File: src/rtl/lsu_pkg.sv
// rtl/lsu_pkg.sv - load/store unit state, fault, size and store-mask definitions
package lsu_pkg;

  typedef enum logic [1:0] {IDLE, BUS, RESP} lsu_state_t;

  typedef enum logic [1:0] {
    F_NONE    = 2'b00,
    F_ALIGN   = 2'b01,
    F_BUS     = 2'b10,
    F_TIMEOUT = 2'b11
  } lsu_fault_t;

  localparam logic [1:0] SZ_BYTE = 2'd0;
  localparam logic [1:0] SZ_HALF = 2'd1;
  localparam logic [1:0] SZ_WORD = 2'd2;

  localparam logic [3:0] MASK_NONE = 4'b0000;
  localparam logic [3:0] MASK_B    = 4'b0001;
  localparam logic [3:0] MASK_H    = 4'b0011;
  localparam logic [3:0] MASK_W    = 4'b1111;

  // Unshifted byte-enable pattern for a load of the given size.
  function automatic logic [3:0] size_mask(input logic [1:0] size);
    case (size)
      SZ_BYTE: return MASK_B;
      SZ_HALF: return MASK_H;
      default: return MASK_W;
    endcase
  endfunction

endpackage

File: src/rtl/load_align.sv
// rtl/load_align.sv - extracts a byte/half/word from a read word and sign- or zero-extends it
module load_align
  import lsu_pkg::*;
(
  input  logic [31:0] rdata,
  input  logic [1:0]  offset,
  input  logic [1:0]  size,
  input  logic        sign_ext,
  output logic [31:0] data
);

  logic [7:0]  byte_sel;
  logic [15:0] half_sel;

  always_comb begin
    byte_sel = rdata[{offset, 3'b000} +: 8];
    half_sel = rdata[{offset[1], 4'b0000} +: 16];
    data     = rdata;
    case (size)
      SZ_BYTE: data = {{24{sign_ext & byte_sel[7]}}, byte_sel};
      SZ_HALF: data = {{16{sign_ext & half_sel[15]}}, half_sel};
      default: data = rdata;
    endcase
  end

endmodule

File: src/rtl/load_store_unit.sv
// rtl/load_store_unit.sv - single-transaction data-memory access unit with pipeline stall
module load_store_unit
  import lsu_pkg::*;
#(
  parameter int unsigned TIMEOUT = 255
) (
  input  logic        clk,
  input  logic        rst,
  input  logic        req_valid,
  input  logic        MemRead,
  input  logic [3:0]  MemWrite,
  input  logic [1:0]  MemReadSize,
  input  logic        MemReadSigned,
  input  logic [31:0] addr,
  input  logic [31:0] wdata,
  output logic        stall,
  output logic        load_valid,
  output logic [31:0] load_data,
  output logic [1:0]  fault,
  output logic        done,
  output logic        mem_req,
  output logic        mem_we,
  output logic [3:0]  mem_be,
  output logic [31:0] mem_addr,
  output logic [31:0] mem_wdata,
  input  logic        mem_ack,
  input  logic        mem_err,
  input  logic [31:0] mem_rdata
);

  localparam logic [7:0] TO_LIMIT = 8'(TIMEOUT);

  lsu_state_t  state, state_next;
  logic [7:0]  cnt;
  logic        op_load, op_signed;
  logic [1:0]  op_size, op_off;
  logic [1:0]  req_size;
  logic [3:0]  req_mask;
  logic        mask_ok, bad_req, accept, timeout_hit;
  logic [31:0] rdata_aligned;

  // Stores carry their width in the mask; loads carry it in MemReadSize.
  always_comb begin
    req_size = SZ_BYTE;
    req_mask = MemWrite;
    if (MemRead) begin
      req_size = MemReadSize;
      req_mask = size_mask(MemReadSize);
    end else if (MemWrite == MASK_W) begin
      req_size = SZ_WORD;
    end else if (MemWrite == MASK_H) begin
      req_size = SZ_HALF;
    end
    mask_ok = (MemWrite == MASK_NONE) || (MemWrite == MASK_B) ||
              (MemWrite == MASK_H) || (MemWrite == MASK_W);
    bad_req = (MemRead && MemWrite != MASK_NONE) || !mask_ok ||
              (MemRead && MemReadSize == 2'd3) ||
              (req_size == SZ_HALF && addr[0]) ||
              (req_size == SZ_WORD && addr[1:0] != 2'b00);
    accept      = (state == IDLE) && req_valid && (MemRead || MemWrite != MASK_NONE);
    timeout_hit = (state == BUS) && !mem_ack && (cnt + 8'd1 == TO_LIMIT);
  end

  assign stall = accept || (state == BUS);

  always_ff @(posedge clk) begin
    if (rst) state <= IDLE;
    else     state <= state_next;
  end

  always_comb begin
    state_next = state;
    case (state)
      IDLE:    if (accept) state_next = bad_req ? RESP : BUS;
      BUS:     if (mem_ack || timeout_hit) state_next = RESP;
      RESP:    state_next = IDLE;
      default: state_next = IDLE;
    endcase
  end

  load_align u_align (
    .rdata    (mem_rdata),
    .offset   (op_off),
    .size     (op_size),
    .sign_ext (op_signed),
    .data     (rdata_aligned)
  );

  always_ff @(posedge clk) begin
    if (rst) begin
      cnt        <= 8'd0;
      op_load    <= 1'b0;
      op_signed  <= 1'b0;
      op_size    <= SZ_BYTE;
      op_off     <= 2'b00;
      mem_req    <= 1'b0;
      mem_we     <= 1'b0;
      mem_be     <= 4'b0000;
      mem_addr   <= 32'd0;
      mem_wdata  <= 32'd0;
      load_valid <= 1'b0;
      load_data  <= 32'd0;
      fault      <= F_NONE;
      done       <= 1'b0;
    end else begin
      done       <= 1'b0;
      load_valid <= 1'b0;
      case (state)
        IDLE: if (accept) begin
          cnt       <= 8'd0;
          op_load   <= MemRead;
          op_signed <= MemReadSigned;
          op_size   <= req_size;
          op_off    <= addr[1:0];
          if (bad_req) begin
            fault <= F_ALIGN;
            done  <= 1'b1;
          end else begin
            mem_req  <= 1'b1;
            mem_we   <= !MemRead;
            mem_be   <= req_mask << addr[1:0];
            mem_addr <= {addr[31:2], 2'b00};
            case (MemWrite)
              MASK_B:  mem_wdata <= {4{wdata[7:0]}};
              MASK_H:  mem_wdata <= {2{wdata[15:0]}};
              default: mem_wdata <= wdata;
            endcase
          end
        end
        BUS: begin
          cnt <= cnt + 8'd1;
          // An ack arriving on the timeout cycle still completes the transfer.
          if (mem_ack) begin
            mem_req <= 1'b0;
            mem_we  <= 1'b0;
            mem_be  <= 4'b0000;
            fault   <= mem_err ? F_BUS : F_NONE;
            done    <= 1'b1;
            if (op_load && !mem_err) begin
              load_data  <= rdata_aligned;
              load_valid <= 1'b1;
            end
          end else if (timeout_hit) begin
            mem_req <= 1'b0;
            mem_we  <= 1'b0;
            mem_be  <= 4'b0000;
            fault   <= F_TIMEOUT;
            done    <= 1'b1;
          end
        end
        default: ;
      endcase
    end
  end

endmodule
File: config.mk
export PLATFORM = sky130hd
export DESIGN_NAME = load_store_unit
export DESIGN_NICKNAME = d
export VERILOG_FILES = /design/src/rtl/lsu_pkg.sv /design/src/rtl/load_align.sv /design/src/rtl/load_store_unit.sv
export SDC_FILE = /design/constraint.sdc
export NUM_CORES = 1
export LEC_CHECK = 0
export BUFFER_PORTS_ARGS = -buffer_cell sky130_fd_sc_hd__buf_2
export CAP_MARGIN = 20
export CORE_MARGIN = 5
export CORE_UTILIZATION = 40
export DETAILED_ROUTE_END_ITERATION = 12
export PLACE_DENSITY = 0.8
export SYNTH_ARGS = -nofsm -noshare
export SYNTH_HDL_FRONTEND = slang
export SYNTH_HIERARCHICAL = 1
export SYNTH_SLANG_ARGS = --single-unit
File: constraint.sdc
create_clock -name clk -period 2.03 [get_ports clk]
set_input_delay 0.203 -clock clk [delete_from_list [all_inputs] [get_ports clk]]
set_output_delay 0.203 -clock clk [all_outputs]
set_load 0.005 [all_outputs]
## After elaboration in Yosys (flattened, before gate mapping)

Cells that the tools add are included.

| word-level totals | value |
|---|---|
| bits in registers | 120 |
| bits of input ports | 109 |
| output and inout port bits | 107 |
| logic and storage cells | 115 |

| cells by class | value |
|---|---|
| add/subtract/negate cells | 1 |
| eq/ne operators | 15 |
| shift-type cells | 3 |
| mux-type cells | 38 |
| bitwise logic cells | 5 |
| reductions and logical operators | 38 |

Operator list:

| operator | number |
|---|---|
| $pmux W32 S2 | 2 |
| $shiftx A32 B6 Y16 | 1 |
| $shiftx A32 B6 Y8 | 1 |
| $mux W2 | 10 |
| $mux W4 | 5 |
| $pmux W4 S2 | 2 |
| $pmux W8 S2 | 1 |
| $mux W1 | 12 |
| $logic_or A1 B1 Y1 | 10 |
| $logic_and A1 B1 Y1 | 9 |
| $add A8 B1 Y8 const B | 1 |
| $eq A2 B1 Y1 const B | 4 |
| $eq A8 B8 Y1 const B | 1 |
| $mux W8 | 1 |
| $pmux W2 S2 | 2 |
| $reduce_and A4 Y1 | 2 |
| $logic_not A2 Y1 | 3 |
| $ne A2 B2 Y1 const B | 3 |
| $pmux W1 S2 | 3 |
| $reduce_and A2 Y1 | 3 |
| $reduce_and A3 Y1 | 2 |
| $eq A2 B2 Y1 const B | 2 |
| $eq A4 B1 Y1 const B | 1 |
| $eq A4 B2 Y1 const B | 1 |
| 11 further kinds | 18 |

## Longest topological paths before layout

Gate-level depths: netlist (run 1).

| depth | value |
|---|---|
| depth after elaboration | 12 |
| mapped depth | 10 |
| gate-level depth less buffers | 7 |

## Modules after synthesis

The synthesis (run 1) kept the hierarchy.

By module, submodules not included:

| module | times used | cells each | area each (um^2) |
|---|---|---|---|
| load_store_unit | 1 | 621 | 5146.2 |
| load_align | 1 | 117 | 724.4 |

## Worst setup path before layout (run 1)

Ideal clock, no wire load.

| path | value |
|---|---|
| path kind | in2reg |
| start point | in MemRead |
| end point | reg mem_wdata[15] |
| library setup time | 0.146 ns |
| arrival time | 2.010 ns |
| path slack | -0.126 ns |
| stages | 9 |
| cell sequence | or4b_4 -> o2bb2a_4 -> buf_6 -> a311oi_2 -> o211a_1 -> buf_6 -> buf_8 -> buf_8 -> a211oi_2 |

| between the ends | value |
|---|---|
| longest elaborated chain between the ends | 7 |

Ends and longest elaborated chain:

| element | line | source |
|---|---|---|
| start: declaration | load_store_unit.sv:10 | `input logic MemRead,` |
| $mux W2 or $logic_and A1 B1 Y1 (tied branches) | load_store_unit.sv:46, load_store_unit.sv:56 |  |
| $eq A2 B1 Y1 or $logic_or A1 B1 Y1 (tied branches) | load_store_unit.sv:58, load_store_unit.sv:56 |  |
| $logic_and A1 B1 Y1 or $logic_or A1 B1 Y1 (tied branches) | load_store_unit.sv:58, load_store_unit.sv:56 |  |
| $logic_or A1 B1 Y1 | load_store_unit.sv:57 | `(MemRead && MemReadSize == 2'd3) \|\|` |
| $logic_or A1 B1 Y1 | load_store_unit.sv:58 | `(req_size == SZ_HALF && addr[0]) \|\|` |
| $not A1 Y1 (no line) | - |  |
| $reduce_and A3 Y1 (no line) * | - |  |
| end signal: assignment | load_store_unit.sv:124 | `MASK_B: mem_wdata <= {4{wdata[7:0]}};` |
| end signal: assignment | load_store_unit.sv:125 | `MASK_H: mem_wdata <= {2{wdata[15:0]}};` |
| end signal: assignment | load_store_unit.sv:126 | `default: mem_wdata <= wdata;` |
| end: declaration | load_store_unit.sv:25 | `output logic [31:0] mem_wdata,` |

Mark *: on every way between the ends. The rest lies on a longest branch, timed or not.
A chain may end at the register's enable or synchronous reset.

## Worst setup path after layout (run 1)

| path | value |
|---|---|
| start point | in MemWrite[3] |
| end point | reg mem_wdata[10] |

| between the ends | value |
|---|---|
| longest elaborated chain between the ends | 11 |

Ends and longest elaborated chain:

| element | line | source |
|---|---|---|
| start: declaration | load_store_unit.sv:11 | `input logic [3:0] MemWrite,` |
| branches (longest 11 deep; another with $eq A4 B2 Y1) | - |  |

Several ways; the timed one is not identified.

==> qor.txt, run 1 <==
Status: finished, final reports clean
Slew Viols, Final: 0
Sw power: 1.589 mW
Tcrit/Tclk final: 93.53%
Tmin final: 1.899 ns
VDD IR max: 559.1 uV
First-pass GRT wire length: 28630 um
IO Port Bufs: 213
Unrepaired setup endpoints after global routing: no
Switching part of the total: 23.41%
Critical Setup Path Class: in2reg
Detailed placement HPWL: 12940 um
Hold_buf cts: 0
#FFs+latches synth: 120
Vias: 5954
EDFF count, synth: 0
Core footprint: 0.01448 sq mm
Clock-pin slew on the worst setup and hold paths: 0.06 ns
Pre-CTS setup slack: -0.2796 ns
Pre-antenna DRT Iters: 5
WL per Instance: 15.32 um
Synthesis-to-finish area growth: 35.76%
Dominant cells by area after synthesis: dfxtp_1, nand2_1, a21oi_1, mux2i_1, a211oi_2
Non-filler cells, final: 1144
I/O pin count: 216
Die width: 131.1 um
Worst Slack Setup Final: 0.1313 ns
Pint: 5.200 mW
Starting Density: 40.55%
Top cell type by total area after synthesis: dfxtp_1
Total CTS buffers: 17
Syn avg cell area: 7.955 sq um
Hold slack: 0.02743 ns
Largest net degree at the start of global routing: 52
Yosys warning total: 6
Initial DRC count: 330
DR DRC count: 0
Post-synth top area share: 40.92%
Logic pwr share: 10.8%
Setup TNS Final: 0 ns
Critical path required time: 2.36 ns
Nature of the critical path startpoint: primary input
Tightest Pin Transition: 0.5669 ns
Async set-reset flop share out of synthesis: 0%
Final setup viols: 0
Cell count after synthesis: 738
Die height: 131.1 um
Clock Skew: 0.007987 ns
Worst EP arrival: 2.23 ns
Gpl congestion: 0.9304
Worst hold-check path type: in2reg
Post-DR vias/cell: 5.205
Worst skew pair latency: 0.41 ns
Mapped Area: 0.005871 sq mm
Final-report hold violation count: 0
Main synth FF type: dfxtp_1
Crit-path max FO: 18
Number of max-cap violations: 0
Initial antenna violation count: 1
Placed insts: 1111
Die area: 0.01720 sq mm
Leak: 3.318 nW
Antenna-violating nets left: 0
Unique cell type count in the Yosys netlist: 59
H-tree levels: 4
Count leader, synth: nand2_1
# fillers: 1314
Reg power frac: 35.9%
GR Overflow Total: 0
Pwr per Cell Area: 851.8 mW/mm^2
Share of cells above drive strength 1: 35.63%
Rows: 44
Final WL: 17520 um
Post-layout nets: 1058
TritonCTS clock tree: built
Slew HR: 62.13%
Clock power frac: 53.3%
Diodes inserted: 0
Crit path capture type: flop
Clock Path Buffers: 2
Total power: 6.789 mW
CTS sink cnt: 120
Top cells by count, synth: nand2_1, dfxtp_1, a21oi_1
Max frequency: 526.7 MHz
Overall Global Routing Usage: 19.78%
Sequential area share after synthesis: 40.92%
Vias in the first global route: 5768
Root buffer cell: clkbuf_16
final timing paths:
kind	startpoint	endpoint	slack, ns	cells past startpoint
min	addr[22]	mem_addr[22]	0.03	3
max reg2reg	cnt[2]	fault[0]	0.16	6
min reg2reg	mem_wdata[0]	mem_wdata[0]	0.45	2
max	MemWrite[3]	mem_wdata[10]	0.13	8
repair_timing:
item / in CTS / in global routing
resized for setup: 1 / 9
setup endpoints to repair: 1 / 11
setup buffers: 0 / 1
pin swaps: 0 / 2
cloned: 0 / 0
critical path, cell delays in order:
cell,delay [ns]
buf_2,0.12
or4b_4,0.52
o2bb2a_4,0.24
a311oi_2,0.34
o211a_4,0.35
buf_12,0.19
nor2_1,0.07
a211oi_2,0.20
power groups by stage:
| stage | combinational [mW] | clock [mW] | sequential, mW |
|---|---|---|---|
| global route | 0.808 | 3.78 | 2.44 |
| global placement | 0.710 | 0 | 2.49 |
| floorplan | 0.439 | 0 | 2.48 |
| detailed placement | 0.721 | 0 | 2.49 |
| finish | 0.735 | 3.62 | 2.44 |
| CTS | 0.728 | 3.66 | 2.44 |
metal layers:
layer  part of all wire (%)  vias to the layer above  track usage, %
li1                       -                     2947               -
met1                     41                     2712           23.66
met2                     47                      260           32.34
met3                     10                       33           8.219
met4                    2.0                        2           6.293
met5                  0.074                        -               0
cell families after synthesis:
logic type               synth area share, %
AO/OA/AOI/OAI                          23.06
adder cells (fa/ha/maj)               0.4262
buffers and inverters                  6.607
flip-flops                             40.92
XOR/XNOR                              0.5969
multiplexers                           7.694
other                                0.06388
AND/OR/NAND/NOR                        20.63
cell type report:
class | instances | area, sq um | share of cell area, %
multi-input combinational | 546 | 3143 | 39.43
sequential | 120 | 2406 | 30.19
timing repair buffer | 254 | 1451 | 18.21
clock buffer | 18 | 439.2 | 5.510
clock inverter | 14 | 270.3 | 3.391
tap | 184 | 230.2 | 2.889
inverter | 8 | 30.03 | 0.3768
per-stage QoR:
step                      cell area, sq um  utilization (%)
after floorplan                       5893                -
after global placement                7223            49.89
after detailed placement              7223            49.89
after CTS                             7945            54.87
after global routing                  7970            55.05
final                                 7970            55.05
layout by cell type, fill, tap and decap left out, types with 4 or more instances in the layout:
cell,synthesis,final
buf_2,10,212
nand2_1,190,190
dfxtp_1,120,117
a21oi_1,113,111
nor2_1,44,44
buf_4,6,36
mux2i_1,35,35
o21ai_0,22,21
a211oi_2,16,17
clkbuf_16,0,17
a21oi_2,11,13
nor2b_1,12,12
nand3_1,11,11
o211ai_1,11,11
mux2_2,9,9
a22oi_1,8,8
inv_1,8,7
bufinv_16,0,7
nor3_1,7,6
buf_12,0,6
nand2b_1,4,4
flip-flops by register name, summed over array words and instances, names as in the netlist:
| register | flops |
|---|---|
| load_data | 32 |
| mem_wdata | 32 |
| mem_addr | 30 |
| cnt | 8 |
| mem_be | 4 |
| fault | 2 |
| op_off | 2 |
| op_size | 2 |
| state | 2 |
| done | 1 |
| load_valid | 1 |
| mem_req | 1 |
| mem_we | 1 |
| op_load | 1 |
| op_signed | 1 |
Note: power is estimated with default switching activity, not from simulation.
==> inputs of run 2 (changes only) <==
Settings changed: ABC_AREA set to 1, PLACE_DENSITY 0.8 to 0.78.
Clock period 2.03 ns to 2.14 ns, I/O delays scaled along.
==> run 2 against run 1 <==
  * Synthesized cell count grew 12%
  * Clock skew grew 0.00098 ns
  * Sequential share of layout area grew 0.72 points
  * Power shrank 10%
  * Die area grew 2.0%
  * Combinational power grew 1%
  * Wire length grew 3.9%
  * Core utilization shrank 1.9 points
  * Setup slack gained 0.019 ns
  * Highest routed layer is now met4
==> qor.txt, run 2 <==
Dominant cells by area after synthesis: dfxtp_1, nand2_1, o21ai_0, nor2_1, nand3_2 (was dfxtp_1, nand2_1, a21oi_1, mux2i_1, a211oi_2)
Cell count after synthesis: 829 (was 738)
Clock Path Buffers: 2 (unchanged)
Overall Global Routing Usage: 20.20% (was 19.78%)
I/O pin count: 216 (unchanged)
Total power: 6.108 mW (was 6.789 mW)
Initial antenna violation count: 0 (was 1)
DR DRC count: 0 (unchanged)
Post-DR vias/cell: 5.120 (was 5.205)
Tightest Pin Transition: 0.5402 ns (was 0.5669 ns)
Slowest CP cell: dfxtp_1 (was or4b_4)
Post-synth top area share: 40.08% (was 40.92%)
Total CTS buffers: 17 (unchanged)
Max frequency: 502.5 MHz
Setup TNS Final: 0 ns (unchanged)
CTS sink cnt: 120 (unchanged)
Final-report hold violation count: 0 (unchanged)
Reg2Reg Setup Slack: 0.22 ns (was 0.16 ns)
Crit-path max cell delay: 0.33 ns (was 0.52 ns)
Critical path buffers and inverters: 3 (was 2)
Die width: 132.4 um (was 131.1 um)
Top cells by count, synth: nand2_1, dfxtp_1, nor2_1 (was nand2_1, dfxtp_1, a21oi_1)
Unrepaired setup endpoints after global routing: yes (was no)
Slew Viols, Final: 0 (unchanged)
VDD IR max: 529.9 uV (was 559.1 uV)
Synthesis-to-finish area growth: 29.72% (was 35.76%)
Top cell type by total area after synthesis: dfxtp_1 (unchanged)
Antenna-violating nets left: 0 (unchanged)
Resized cells post-CTS: 0 (was 1)
Starting Density: 40.93% (was 40.55%)
EDFF count, synth: 0 (unchanged)
Hold_buf cts: 0 (unchanged)
Pwr per Cell Area: 785.4 mW/mm^2 (was 851.8 mW/mm^2)
Initial DRC count: 523 (was 330)
# Post-CTS Setup Buffers: 0 (unchanged)
Final WL: 18200 um (was 17520 um)
Count leader, synth: nand2_1 (unchanged)
Slew HR: 63.86% (was 62.13%)
Mapped Area: 0.005994 sq mm (was 0.005871 sq mm)
Clock Skew: 0.008968 ns (was 0.007987 ns)
Diodes inserted: 0 (unchanged)
Pre-antenna DRT Iters: 5 (unchanged)
Core footprint: 0.01464 sq mm (was 0.01448 sq mm)
WL per Instance: 14.86 um (was 15.32 um)
Detailed placement HPWL: 13250 um (was 12940 um)
Worst path cell trace: nor3b_1 -> nand2_2 -> inv_2 -> nor2_2 -> inv_2 -> buf_2 (was buf_2 -> or4b_4 -> o2bb2a_4 -> a311oi_2 -> o211a_4 -> buf_12 -> nor2_1 -> a211oi_2)
Clock power frac: 49.8% (was 53.3%)
Worst skew pair latency: 0.41 ns (about the same)
Gpl congestion: 0.9385 (was 0.9304)
Non-filler cells, final: 1225 (was 1144)
Worst EP arrival: 1.78 ns (was 2.23 ns)
Die height: 132.4 um (was 131.1 um)
Share of cells above drive strength 1: 34.58% (was 35.63%)
Nature of the critical path startpoint: flop (was primary input)
Largest regs: load_data x32, mem_wdata x32, mem_addr x30 (unchanged)
Critical path required time: 1.93 ns (was 2.36 ns)
Critical Setup Path Class: reg2out (was in2reg)
Unique cell type count in the Yosys netlist: 37 (was 59)
Switching part of the total: 26.12% (was 23.41%)
Main synth FF type: dfxtp_1 (unchanged)
GR Overflow Total: 0 (unchanged)
Pint: 4.512 mW (was 5.200 mW)
Crit path capture type: output pin (was flop)
Clock-pin slew on the worst setup and hold paths: 0.06 ns (about the same)
Most frequent cells in the layout: nand2_1, buf_2, dfxtp_1 (was buf_2, nand2_1, dfxtp_1)
Vias: 6272 (was 5954)
Number of max-cap violations: 0 (unchanged)
Yosys warning total: 6 (unchanged)
#FFs+latches synth: 120 (unchanged)
Crit-path max FO: 14 (was 18)
Tmin final: 1.990 ns
Crit-path leading delay family: simple AND/OR/NAND/NOR gates (was compound AO/OA/AOI/OAI gates)
# fillers: 1409 (was 1314)
Worst hold-check path type: in2reg (unchanged)
Placed insts: 1193 (was 1111)
Tcrit/Tclk final: 93.00%
IO Port Bufs: 213 (unchanged)
Rows: 44 (unchanged)
Post-layout nets: 1139 (was 1058)
First-pass GRT wire length: 29250 um (was 28630 um)
Commonest non-fill, non-tap cell in the layout: nand2_1 (was buf_2)
Leak: 3.780 nW (was 3.318 nW)
Final setup viols: 0 (unchanged)
Syn avg cell area: 7.231 sq um (was 7.955 sq um)
TritonCTS clock tree: built (unchanged)
Logic pwr share: 12.2% (was 10.8%)
Root buffer cell: clkbuf_16 (unchanged)
H-tree levels: 4 (unchanged)
Vias in the first global route: 5955 (was 5768)
Async set-reset flop share out of synthesis: 0% (unchanged)
Status: finished, final reports clean (unchanged)
Crit path top cell by count: inv_2
Die area: 0.01754 sq mm (was 0.01720 sq mm)
Largest net degree at the start of global routing: 47 (was 52)
Sequential area share after synthesis: 40.08% (was 40.92%)
Reg power frac: 38.1% (was 35.9%)
Sw power: 1.595 mW (was 1.589 mW)
==> run 2: cell count changes after synthesis, moves of 22 or more <==
cell / previous run / this run
o21ai_0: 22 / 95
nand2_1: 190 / 214
a21oi_1: 113 / 40
nand3_2: 0 / 43
nor2_1: 44 / 116
nand3_1: 11 / 33
mux2i_1: 35 / 0
inv_1: 8 / 30
==> run 2: through the flow <==
step	worst slack (ns)	hold slack, ns	util, %	cell area (sq um)
floorplan	0.4899	0.3489	-	5998
global placement	0.3451	0.4386	48.76	7141
detailed placement	0.2651	0.4432	48.76	7141
CTS	0.08119	0.01561	53.06	7770
global route	-0.01895	0.02040	53.10	7776
finish	0.1498	0.02852	53.10	7776
==> run 2: power by group through the flow <==
stage / logic, mW / registers [mW] / clock network, mW
after floorplan: 0.465 / 2.37 / 0
after global placement: 0.730 / 2.37 / 0
after detailed placement: 0.737 / 2.37 / 0
after CTS: 0.742 / 2.32 / 3.09
after global routing: 0.826 / 2.33 / 3.18
final: 0.744 / 2.32 / 3.04
==> run 2: worst paths after layout <==
check	startpoint	endpoint	cells past startpoint
setup / recovery	state[1]	stall	6
hold / removal	addr[31]	mem_addr[31]	3
setup reg to reg	state[1]	load_data[17]	9
hold reg to reg	mem_addr[6]	mem_addr[6]	2
==> run 2: layout make-up <==
class / instances / area [sq um] / area share, %
clock inverter: 12 / 162.7 / 2.092
multi-input combinational: 618 / 3128 / 40.23
timing repair buffer: 232 / 1234 / 15.86
inverter: 39 / 151.4 / 1.947
clock buffer: 20 / 466.7 / 6.002
sequential: 120 / 2404 / 30.91
tap: 184 / 230.2 / 2.961
==> run 2: layer usage <==
layer	vias up	part of all wire, %	GRT usage [%]
li1	3127	-	-
met1	2828	42	25.05
met2	289	46	32.98
met4	0	1.7	5.889
met5	-	0	0
met3	28	9.9	7.441
==> run 2: logic make-up after synthesis <==
kind of cell	synth area share, %
AOI/OAI and AO/OA	17.20
adders and majority gates	0.4174
buffers and inverters	7.890
DFF	40.08
other	0.06256
and+or+nand+nor	34.36
==> run 2: worst register-to-register path: stages, from the launching register on <==
cell and delay [ns]:
dfxtp_1 0.33, inv_1 0.09, nand2_2 0.11, inv_1 0.32
nand3_1 0.17, buf_4 0.24, inv_1 0.07, buf_4 0.32
nor2_1 0.09, nor2_1 0.12
